## config.mk

```make
export PLATFORM = sky130hd
export DESIGN_NAME = writeback_arbiter
export DESIGN_NICKNAME = d
export VERILOG_FILES = /design/src/rtl/writeback_arbiter.sv
export SDC_FILE = /design/constraint.sdc
export NUM_CORES = 1
export LEC_CHECK = 0
export ABC_CLOCK_PERIOD_IN_PS = 3400
export CORE_ASPECT_RATIO = 1.2
export CORE_MARGIN = 5
export CORE_UTILIZATION = 57
export DETAILED_ROUTE_END_ITERATION = 10
export PLACE_DENSITY_LB_ADDON = 0.05
export SLEW_MARGIN = 25
export SYNTH_ARGS = -nofsm -noshare
export SYNTH_HDL_FRONTEND = slang
export SYNTH_SLANG_ARGS = --single-unit
```

## constraint.sdc

```tcl
create_clock -name clk -period 3.4 [get_ports clk]
set_input_delay 0.34 -clock clk [delete_from_list [all_inputs] [get_ports clk]]
set_output_delay 0.34 -clock clk [all_outputs]
set_load 0.05 [all_outputs]
```

## src/rtl/writeback_arbiter.sv

```systemverilog
// Register-file writeback arbiter: merges the single-cycle ALU result with a FIFO of
// long-latency results onto one write port. A starvation guard forces the FIFO to win.
module writeback_arbiter #(
  parameter int FIFO_DEPTH   = 4,
  parameter int STARVE_LIMIT = 3
) (
  input  logic                          clk,
  input  logic                          reset,
  input  logic                          alu_valid,
  output logic                          alu_ready,
  input  logic [4:0]                    alu_rd,
  input  logic [31:0]                   alu_data,
  input  logic                          alu_is_fp,
  input  logic                          ll_valid,
  output logic                          ll_ready,
  input  logic [4:0]                    ll_rd,
  input  logic [31:0]                   ll_data,
  input  logic                          ll_is_fp,
  output logic                          wb_write_enable,
  output logic [4:0]                    wb_write_addr,
  output logic [31:0]                   wb_write_data,
  output logic                          wb_is_fp,
  output logic [$clog2(FIFO_DEPTH):0]   fifo_count,
  output logic                          wb_busy
);

  localparam int PW = $clog2(FIFO_DEPTH);
  localparam int CW = PW + 1;
  localparam int SW = $clog2(STARVE_LIMIT + 1);
  localparam logic [CW-1:0] DEPTH_C = CW'(FIFO_DEPTH);
  localparam logic [SW-1:0] LIMIT_C = SW'(STARVE_LIMIT);

  typedef struct packed {
    logic [4:0]  rd;
    logic [31:0] data;
    logic        is_fp;
  } wb_entry_t;

  wb_entry_t       mem [FIFO_DEPTH];
  logic [PW-1:0]   wr_ptr, rd_ptr;
  logic [SW-1:0]   starve_cnt;
  logic            fifo_ne, force_fifo, push, pop, grant_alu, grant;
  wb_entry_t       alu_e, ll_e, head_e, sel_e;

  assign alu_e  = '{rd: alu_rd, data: alu_data, is_fp: alu_is_fp};
  assign ll_e   = '{rd: ll_rd,  data: ll_data,  is_fp: ll_is_fp};
  assign head_e = mem[rd_ptr];

  // Candidacy uses the registered count, so a same-cycle push is never granted.
  assign fifo_ne    = (fifo_count != '0);
  assign ll_ready   = (fifo_count < DEPTH_C);
  assign force_fifo = (starve_cnt == LIMIT_C) && fifo_ne;
  assign alu_ready  = !force_fifo;
  assign grant_alu  = alu_valid && !force_fifo;
  assign pop        = force_fifo || (fifo_ne && !alu_valid);
  assign grant      = pop || grant_alu;
  assign push       = ll_valid && ll_ready;
  assign sel_e      = pop ? head_e : alu_e;

  assign wb_busy = fifo_ne || wb_write_enable;

  always_ff @(posedge clk) begin
    if (push) mem[wr_ptr] <= ll_e;
  end

  always_ff @(posedge clk or posedge reset) begin
    if (reset) begin
      wr_ptr     <= '0;
      rd_ptr     <= '0;
      fifo_count <= '0;
    end else begin
      if (push) wr_ptr <= wr_ptr + PW'(1);
      if (pop)  rd_ptr <= rd_ptr + PW'(1);
      case ({push, pop})
        2'b10:   fifo_count <= fifo_count + CW'(1);
        2'b01:   fifo_count <= fifo_count - CW'(1);
        default: fifo_count <= fifo_count;
      endcase
    end
  end

  always_ff @(posedge clk or posedge reset) begin
    if (reset) begin
      starve_cnt <= '0;
    end else if (!fifo_ne || pop) begin
      starve_cnt <= '0;
    end else if (starve_cnt != LIMIT_C) begin
      starve_cnt <= starve_cnt + SW'(1);
    end
  end

  // Integer x0 writes are consumed but never strobed; FP f0 is a real register.
  always_ff @(posedge clk or posedge reset) begin
    if (reset) begin
      wb_write_enable <= 1'b0;
      wb_write_addr   <= '0;
      wb_write_data   <= '0;
      wb_is_fp        <= 1'b0;
    end else if (grant) begin
      wb_write_enable <= !((sel_e.rd == 5'd0) && !sel_e.is_fp);
      wb_write_addr   <= sel_e.rd;
      wb_write_data   <= sel_e.data;
      wb_is_fp        <= sel_e.is_fp;
    end else begin
      wb_write_enable <= 1'b0;
    end
  end

endmodule

```

# Yosys cells after proc, flatten, opt, wreduce, memory -nomap -nowiden
# Memories as Yosys holds them, arrays and structs flattened.
# Index checks and enable logic that the tools add are counted.
[word_totals] register_bits=48 latchBits=0 ram_bits=152 romBits=0 inputBits=80 out_inout_bits=45 word_cells=44 n_memories=1
[mem_list] name="mem" words=4 word_bits=38 read_ports=1 rd_clocked_by_memory_dff=0 write_ports=1 line="39" rtl="wb_entry_t mem [FIFO_DEPTH];"
[classes] n_addsub=5 multipliers=0 div_mod_pow=0 n_lt_le_gt_ge=1 n_eq_ne=4 shift=0 n_mux=7 n_bitwise=0 n_reduce_logical=18
[ops] op="$mux 38" count=1
[ops] op="$add 2x1->2 const B" count=3
[ops] op="$pmux 3 s2" count=1
[ops] op="$logic_and 1x1->1" count=5
[ops] op="$logic_not 1->1" count=5
[ops] op="$logic_not 5->1" count=1
[ops] op="$eq 2x2->1 const B" count=2
[ops] op="$logic_or 1x1->1" count=4
[ops] op="$mux 2" count=2
[ops] op="$reduce_bool 2->1" count=2
[ops] op="$add 3x1->3 const B" count=1
[ops] op="$lt 3x3->1 const B" count=1
[ops] op="$mux 1" count=3
[ops] op="$reduce_bool 3->1" count=1
[ops] op="$sub 3x1->3 const B" count=1
[ops] op="$eq 2x1->1 const B" count=1
[ops] op="$ne 2x2->1 const B" count=1

# Depth between registers and ports, before layout
# Gate-level depths: netlist of the first run.
[logic_depth] word_depth=8 mapped_depth=11 mapped_depth_nobuf=10

# Worst setup path after synthesis of the first run
# OpenSTA, ideal clock, no wires.
[synth_path] path_type="register to register" from="register fifo_count[0]" to="register fifo_count[2]" arrival_time_ns=2.379 t_required_ns=3.261 slack_ns=0.882 stages_incl_launch_ff=12 period_less_slack_ns=2.518 cell_sequence="dfrtp_1 > or3_1 > buf_2 > nand2_2 > inv_2 > clkbuf_1 > ha_1 > inv_1 > fa_1 > xor2_1 > nor2_1 > xnor2_1"
[synth_via] elab_chain_len=5 word_cells_on_any_way=12 classes_between="2 x add/sub; 1 x order compare; 2 x eq/ne; 1 x mux; 6 x reduce/logical"
[synth_lines] element="start, declared" line="23" rtl="output logic [$clog2(FIFO_DEPTH):0] fifo_count,"
[synth_lines] element="start signal, assigned" line="75" rtl="2'b10: fifo_count <= fifo_count + CW'(1);"
[synth_lines] element="start signal, assigned" line="76" rtl="2'b01: fifo_count <= fifo_count - CW'(1);"
[synth_lines] element="start signal, assigned" line="77" rtl="default: fifo_count <= fifo_count;"
[synth_lines] element="$reduce_bool 3->1 *" line="50" rtl="assign fifo_ne = (fifo_count != '0);"
[synth_lines] element="$logic_and 1x1->1, on equally long branches" line="52, 55"
[synth_lines] element="$logic_or 1x1->1 *" line="55" rtl="assign pop = force_fifo || (fifo_ne && !alu_valid);"
[synth_lines] element="net pop" line="42" rtl="logic fifo_ne, force_fifo, push, pop, grant_alu, grant;"
[synth_lines] element="$eq 2x1->1 / $eq 2x2->1 (equally long branches)" line="74" rtl="case ({push, pop})"
[synth_lines] element="$pmux 3 s2 / $reduce_bool 2->1 (equally long branches)"
# Mark *: on every way through the listed nets, which the timed path passes. The rest lies on a longest branch.
# A chain may end at the register's enable or synchronous reset.

# Final worst setup path of the first run
[layout_path] from="register fifo_count[0]" to="output alu_ready"
[layout_via] elab_chain_len=3
[layout_lines] element="$reduce_bool 3->1" line="50"
[layout_lines] element="$logic_and 1x1->1" line="52" rtl="assign force_fifo = (starve_cnt == LIMIT_C) && fifo_ne;"
[layout_lines] element="$logic_not 1->1" line="53" rtl="assign alu_ready = !force_fifo;"
[layout_lines] element="end, declared" line="10" rtl="output logic alu_ready,"
# No other way between the ends.

==> results_dict.tcl, run 1 <==
set metrics [dict create \
    fmax_mhz 367.3 \
    nets 617 \
    drt_pass1_iterations 4 \
    power.leakage_nw 3.674 \
    root_buffer "clkbuf_16" \
    max_slew_margin_pct 36.56 \
    synth-edff-count 152 \
    start_kind "flop" \
    finClkSkew_ns 0.01009 \
    rsz0062_at_grt "false" \
    rows 46 \
    dr_wl_met2_mm 8.457 \
    async_flop_share_pct 24.00 \
    grt_pass1_vias 4430 \
    grt_antenna_before_repair 0 \
    clk_latency_ns 0.43 \
    hpwl_mm 10.27 \
    setup_viol 0 \
    worstMarginPinSlew_ns 0.9493 \
    status "finished clean" \
    ir_drop_v 0.0006439 \
    syn_to_final_growth_pct 26.02 \
    slew_violations 0 \
    antenna_cells 0 \
    h-tree-depth 4 \
    p_int_mw 5.691 \
    cts_hold_buf 0 \
    combPwrFrac_pct 38.0 \
    drtIter0Drc 274 \
    cp.arrival_ns 2.38 \
    holdWs_ns 0.3327 \
    synth_cell_types 34 \
    finalCritPeriodShare_pct 80.07 \
    top_layer_used "met4" \
    synth.largest_area_cell "edfxtp_1" \
    yosysTopAreaCellShare_pct 58.81 \
    hp-class "in2async" \
    syn_nets 484 \
    die_h_um 137.8 \
    cts_tree "built" \
    ys_warn_count 0 \
    ios 125 \
    routed_wl_mm 16.04 \
    power_switching_mw 3.138 \
    grt_pass1_wl_mm 25.01 \
    multiInputGateArea_mm2 0.001826 \
    cts_buffers 17 \
    p_clk_share_pct 22.3 \
    overflow 0 \
    finalSetupTns_ns 0 \
    dr_total_vias 4157 \
    min_period_ns 2.723 \
    power_density_mw_per_mm2 902.7 \
    drv_cap 0 \
    required_ns 3.06 \
    grt_util_all_layers_pct 21.53 \
    ys_ff_latch 200 \
    synthTopCellsByArea "edfxtp_1 (59%), dfrtp_1 (15%), mux4_2 (10%)" \
    seqCellArea_mm2 0.005768 \
    end_kind "output pin" \
    core_mm2 0.01330 \
    hold_violations 0 \
    n_fill_cell 808 \
    clockBufferDepth 2 \
    avgSynthCellArea_um2 19.55 \
    drive_gt1_share_pct 16.21 \
    avgViaCountPerCell 5.847 \
    syn_area_mm2 0.007761 \
    seq_area_frac_synth_pct 74.29 \
    wl_met1_mm 6.336 \
    clk_pin_slew_ns 0.07 \
    final_area_mm2 0.009781 \
    post_cts_buffers 0 \
    cp_max_fo 8 \
    die_area_mm2 0.01606 \
    port_buffers 124 \
    seq_power_share_pct 39.8 \
    die_x_um 116.5 \
    initial_core_util_pct 58.38 \
    syn_inst 397 \
    cts.sinks 200 \
    ctsResizeCount 0 \
    met3WireLength_mm 1.023 \
    gp_congestion 0.7500 \
    avgRoutedWirePerCell_um 22.56 \
    post_dp_cell_area_mm2 0.009204 \
    p_sw_share_pct 35.54 \
    grt_max_degree 49 \
    antenna_left 0 \
    drc 0 \
    synth-main-ff-cell "edfxtp_1" \
    path_class "reg2out" \
]
-- cells by family (layout without fill, tap and decap cells) --
| group | after synthesis | count (layout) | share of synthesized area [%] |
|---|---|---|---|
| AOI/OAI and AO/OA | 75 | 75 | 7.496 |
| and+or+nand+nor | 35 | 35 | 2.322 |
| muxes | 42 | 42 | 11.64 |
| xor gates and xnor gates | 6 | 6 | 0.6771 |
| buffers and inverters | 32 | 178 | 2.354 |
| DFF | 200 | 200 | 74.29 |
| adders and majority gates | 7 | 7 | 1.225 |
-- layout make-up --
type                            instances  share of cell area [%]
Timing Repair Buffer                  137                   13.94
Tap cell                              168                   2.149
Inverter                                9                  0.3710
Clock inverter                         14                   1.510
Multi-Input combinational cell        165                   18.66
Clock buffer                           18                   4.388
Sequential cell                       200                   58.97
-- flip-flops by register name, indices dropped and copies added (netlist names) --
| register | cells |
|---|---|
| fifo_count | 3 |
| mem | 152 |
| rd_ptr | 2 |
| starve_cnt | 2 |
| wb_is_fp | 1 |
| wb_write_addr | 5 |
| wb_write_data | 32 |
| wb_write_enable | 1 |
| wr_ptr | 2 |
-- per-layer routing --
metal | up-vias | track usage (%)
li1 | 1852 | -
met3 | 18 | 5.580
met1 | 2130 | 27.81
met5 | - | 0
met4 | 0 | 6.254
met2 | 157 | 36.23
-- cells in the mapped netlist (all sizes together) (2+ instances only) --
master / number
dfrtp: 48
o21ai: 4
buf: 16
nand2b: 3
a21oi: 2
nor2b: 2
mux4: 38
nor3: 2
a21o: 31
clkbuf: 7
nor2: 8
a22o: 31
a31oi: 5
and3: 2
nand3: 2
xnor2: 5
ha: 6
nand2: 8
mux2i: 4
and2: 5
inv: 9
edfxtp: 152
-- stage by stage --
stage | worst slack, ns | utilization, % | std cells | total power [mW]
5_1_grt | 0.5900 | 73.56 | 711 | 9.228
3_5_place_dp | 0.9314 | 69.23 | 679 | 6.935
4_1_cts | 0.6459 | 73.56 | 711 | 8.913
3_3_place_gp | 0.9702 | 69.21 | 679 | 6.867
6_report | 0.6775 | 73.56 | 711 | 8.829
2_1_floorplan | 0.8817 | - | 397 | 5.865
-- critical path, stage by stage (launching register included) --
cell	delay (ns)
dfrtp_1	0.43
or3_1	0.56
nand2_1	0.16
clkdlybuf4s50_1	0.81
-- power groups by stage --
| stage | Clock (mW) | Combinational, mW | Sequential (mW) |
|---|---|---|---|
| finish | 1.97 | 3.35 | 3.51 |
| CTS | 1.99 | 3.40 | 3.52 |
| global route | 2.11 | 3.55 | 3.57 |
| global placement | 0 | 3.34 | 3.53 |
| detailed placement | 0 | 3.38 | 3.56 |
| floorplan | 0 | 1.54 | 4.33 |
-- path summary, 6_finish.rpt --
check | start | to | slack [ns] | cells after the start
setup / recovery | fifo_count[0]$_DFFE_PP0P_ | alu_ready | 0.68 | 3
hold / removal | reset | wb_write_data[6]$_DFFE_PP0P_ | 0.33 | 2
hold reg to reg | starve_cnt[0]$_DFFE_PP0P_ | starve_cnt[0]$_DFFE_PP0P_ | 0.45 | 1
max in group asynchronous | reset | rd_ptr[0]$_DFFE_PP0P_ | 2.56 | 2
setup reg to reg | rd_ptr[0]$_DFFE_PP0P_ | wb_write_enable$_DFF_PP0_ | 1.13 | 5
min in group clk | starve_cnt[0]$_DFFE_PP0P_ | starve_cnt[0]$_DFFE_PP0P_ | 0.45 | 1
-- placed cells by master (no fill, tap or decap), drive strengths merged, types with 3 or more instances in the layout --
cell type,netlist,routed
buf,16,13
a31oi,5,5
edfxtp,152,152
dfrtp,48,48
clkinvlp,0,3
clkinv,0,6
clkbuf,7,18
nor2,8,8
ha,6,6
nand2b,3,3
mux4,38,38
o21ai,4,4
clkdlybuf4s50,0,124
a21o,31,31
xnor2,5,5
mux2i,4,4
nand2,8,8
and2,5,5
inv,9,12
a22o,31,31
(Power assumes the default switching activity.)
==> inputs of run 2 (changes only) <==
--- a/config.mk
+++ b/config.mk
@@ -5,10 +5,10 @@
 export SDC_FILE = /design/constraint.sdc
 export NUM_CORES = 1
 export LEC_CHECK = 0
-export ABC_CLOCK_PERIOD_IN_PS = 3400
+export ABC_CLOCK_PERIOD_IN_PS = 2300
 export CORE_ASPECT_RATIO = 1.2
 export CORE_MARGIN = 5
-export CORE_UTILIZATION = 57
+export CORE_UTILIZATION = 48
 export DETAILED_ROUTE_END_ITERATION = 10
 export PLACE_DENSITY_LB_ADDON = 0.05
 export SLEW_MARGIN = 25
==> constraint.sdc (replaced) <==
create_clock -name clk -period 2.3 [get_ports clk]
set_input_delay 0.23 -clock clk [delete_from_list [all_inputs] [get_ports clk]]
set_output_delay 0.23 -clock clk [all_outputs]
set_load 0.05 [all_outputs]
==> results_dict.tcl, run 2 (same netlist as run 1, synthesis figures left out) <==
set metrics [dict create \
    status "finished clean" \
    post_cts_buffers 0 \
    hpwl_mm 10.36 \
    gp_congestion 0.7708 \
    avgRoutedWirePerCell_um 20.66 \
    finalCritPeriodShare_pct 93.60 \
    grt_pass1_vias 4625 \
    die_x_um 126.1 \
    layout_common_cells "edfxtp_1 (152), clkdlybuf4s50_1 (123), dfrtp_1 (43)" \
    regMostFlops "mem" \
    seq_power_share_pct 39.4 \
    grt_max_degree 38 \
    cts.sinks 200 \
    cp_max_fo 5 \
    clk_latency_ns 0.43 \
    die_area_mm2 0.01882 \
    multiInputGateArea_mm2 0.001826 \
    h-tree-depth 4 \
    rows 51 \
    seqCellArea_mm2 0.005772 \
    nets 627 \
    n_fill_cell 1238 \
    worstMarginPinSlew_ns 0.5559 \
    grt_pass1_wl_mm 25.40 \
    ios 125 \
    power_switching_mw 4.525 \
    required_ns 2.07 \
    r2r_cells 10 \
    die_h_um 149.3 \
    clockBufferDepth 2 \
    drtIter0Drc 199 \
    cts_tree "built" \
    overflow 0 \
    grt_antenna_before_repair 1 \
    p_int_mw 8.459 \
    syn_to_final_growth_pct 28.20 \
    largest_reg_flops 152 \
    antenna_left 0 \
    final_common_cell "edfxtp_1" \
    p_sw_share_pct 34.85 \
    fmax_mhz 464.5 \
    routed_wl_mm 15.80 \
    rsz0062_at_grt "false" \
    dr_total_vias 4128 \
    drc 0 \
    core_mm2 0.01608 \
    initial_core_util_pct 48.26 \
    p_clk_share_pct 21.1 \
    slew_violations 0 \
    holdWs_ns 0.2299 \
    combPwrFrac_pct 39.5 \
    avgViaCountPerCell 5.396 \
    cp.arrival_ns 1.92 \
    worstReg2RegStart "starve_cnt[0]$_DFFE_PP0P_" \
    hp-class "in2async" \
    port_buffers 124 \
    max_slew_margin_pct 62.89 \
    path_class "reg2out" \
    antenna_cells 0 \
    setup_viol 0 \
    finClkSkew_ns 0.009342 \
    reg.largest.list "mem x152, wb_write_data x32, wb_write_addr x5" \
    drive_gt1_share_pct 17.36 \
    cts_buffers 17 \
    start_kind "flop" \
    r2r_slack_ns 0.30 \
    power.leakage_nw 3.729 \
    min_period_ns 2.153 \
    clk_pin_slew_ns 0.07 \
    grt_util_all_layers_pct 17.89 \
    finalWorstSetupSlack_ns 0.1472 \
    ir_drop_v 0.0006144 \
    dp_slack_ns 0.2178 \
    reg2reg_to "fifo_count[2]$_DFFE_PP0P_" \
    end_kind "output pin" \
    power_density_mw_per_mm2 1305 \
    ctsResizeCount 0 \
    drt_pass1_iterations 5 \
    drv_cap 0 \
    cts_hold_buf 0 \
    finalSetupTns_ns 0 \
    hold_violations 0 \
    root_buffer "clkbuf_16" \
]
==> run 2: cell types whose count changed in the layout (fill, tap and decap cells not counted), moves of 3 or more <==
cell and delta:
dfrtp_2 +3, buf_12 +6, clkbuf_1 +4, dfrtp_1 -3, buf_4 +5
==> run 2: worst max path at each step <==
stage,from,slack [ns],end
2_1_floorplan,fifo_count[0]$_DFFE_PP0P_,0.06,fifo_count[2]$_DFFE_PP0P_
3_3_place_gp,alu_valid,0.24,fifo_count[2]$_DFFE_PP0P_
3_5_place_dp,alu_valid,0.22,fifo_count[2]$_DFFE_PP0P_
4_1_cts,fifo_count[0]$_DFFE_PP0P_,0.08,wb_busy
5_1_grt,fifo_count[0]$_DFFE_PP0P_,0.003,wb_busy
6_report,fifo_count[0]$_DFFE_PP0P_,0.15,wb_busy
==> run 2: worst max-delay path, cell delays in order, from the launching register on <==
cell and delay (ns):
dfrtp_2 0.43, nor3_1 0.28, nand2b_1 0.08, clkdlybuf4s50_1 0.70
==> run 2: power by group through the flow <==
stage               Sequential, mW  Clock (mW)  Combinational [mW]
finish                        5.11        2.74                5.13
floorplan                     6.40           0                2.28
detailed placement            5.19           0                5.20
global route                  5.20        2.95                5.46
global placement              5.15           0                5.17
CTS                           5.12        2.80                5.23
==> run 2: area by class of cell <==
cell class                 instances  area share, %
clock buffer                      24          4.741
clock inverter                     8         0.7042
inverter                           9         0.3395
multi-input combinational        165          18.35
sequential                       200          58.01
tap                              212          2.666
timing repair buffer             147          15.19
==> run 2: layer usage <==
| metal | track usage, % | routed length [µm] | up-vias |
|---|---|---|---|
| met1 | 22.64 | 6567 | 2127 |
| li1 | - | - | 1873 |
| met3 | 4.799 | 813 | 14 |
| met4 | 5.418 | 163 | 2 |
| met5 | 0 | 13 | - |
| met2 | 30.46 | 8243 | 112 |
==> run 2: per-stage QoR <==
step / area, µm² / util (%) / std cells / power [mW]
after floorplan: 7766 / - / 397 / 8.677
after global placement: 9408 / 58.50 / 733 / 10.33
after detailed placement: 9408 / 58.50 / 733 / 10.40
after CTS: 9950 / 61.87 / 765 / 13.15
after global routing: 9950 / 61.87 / 765 / 13.62
final: 9950 / 61.87 / 765 / 12.98
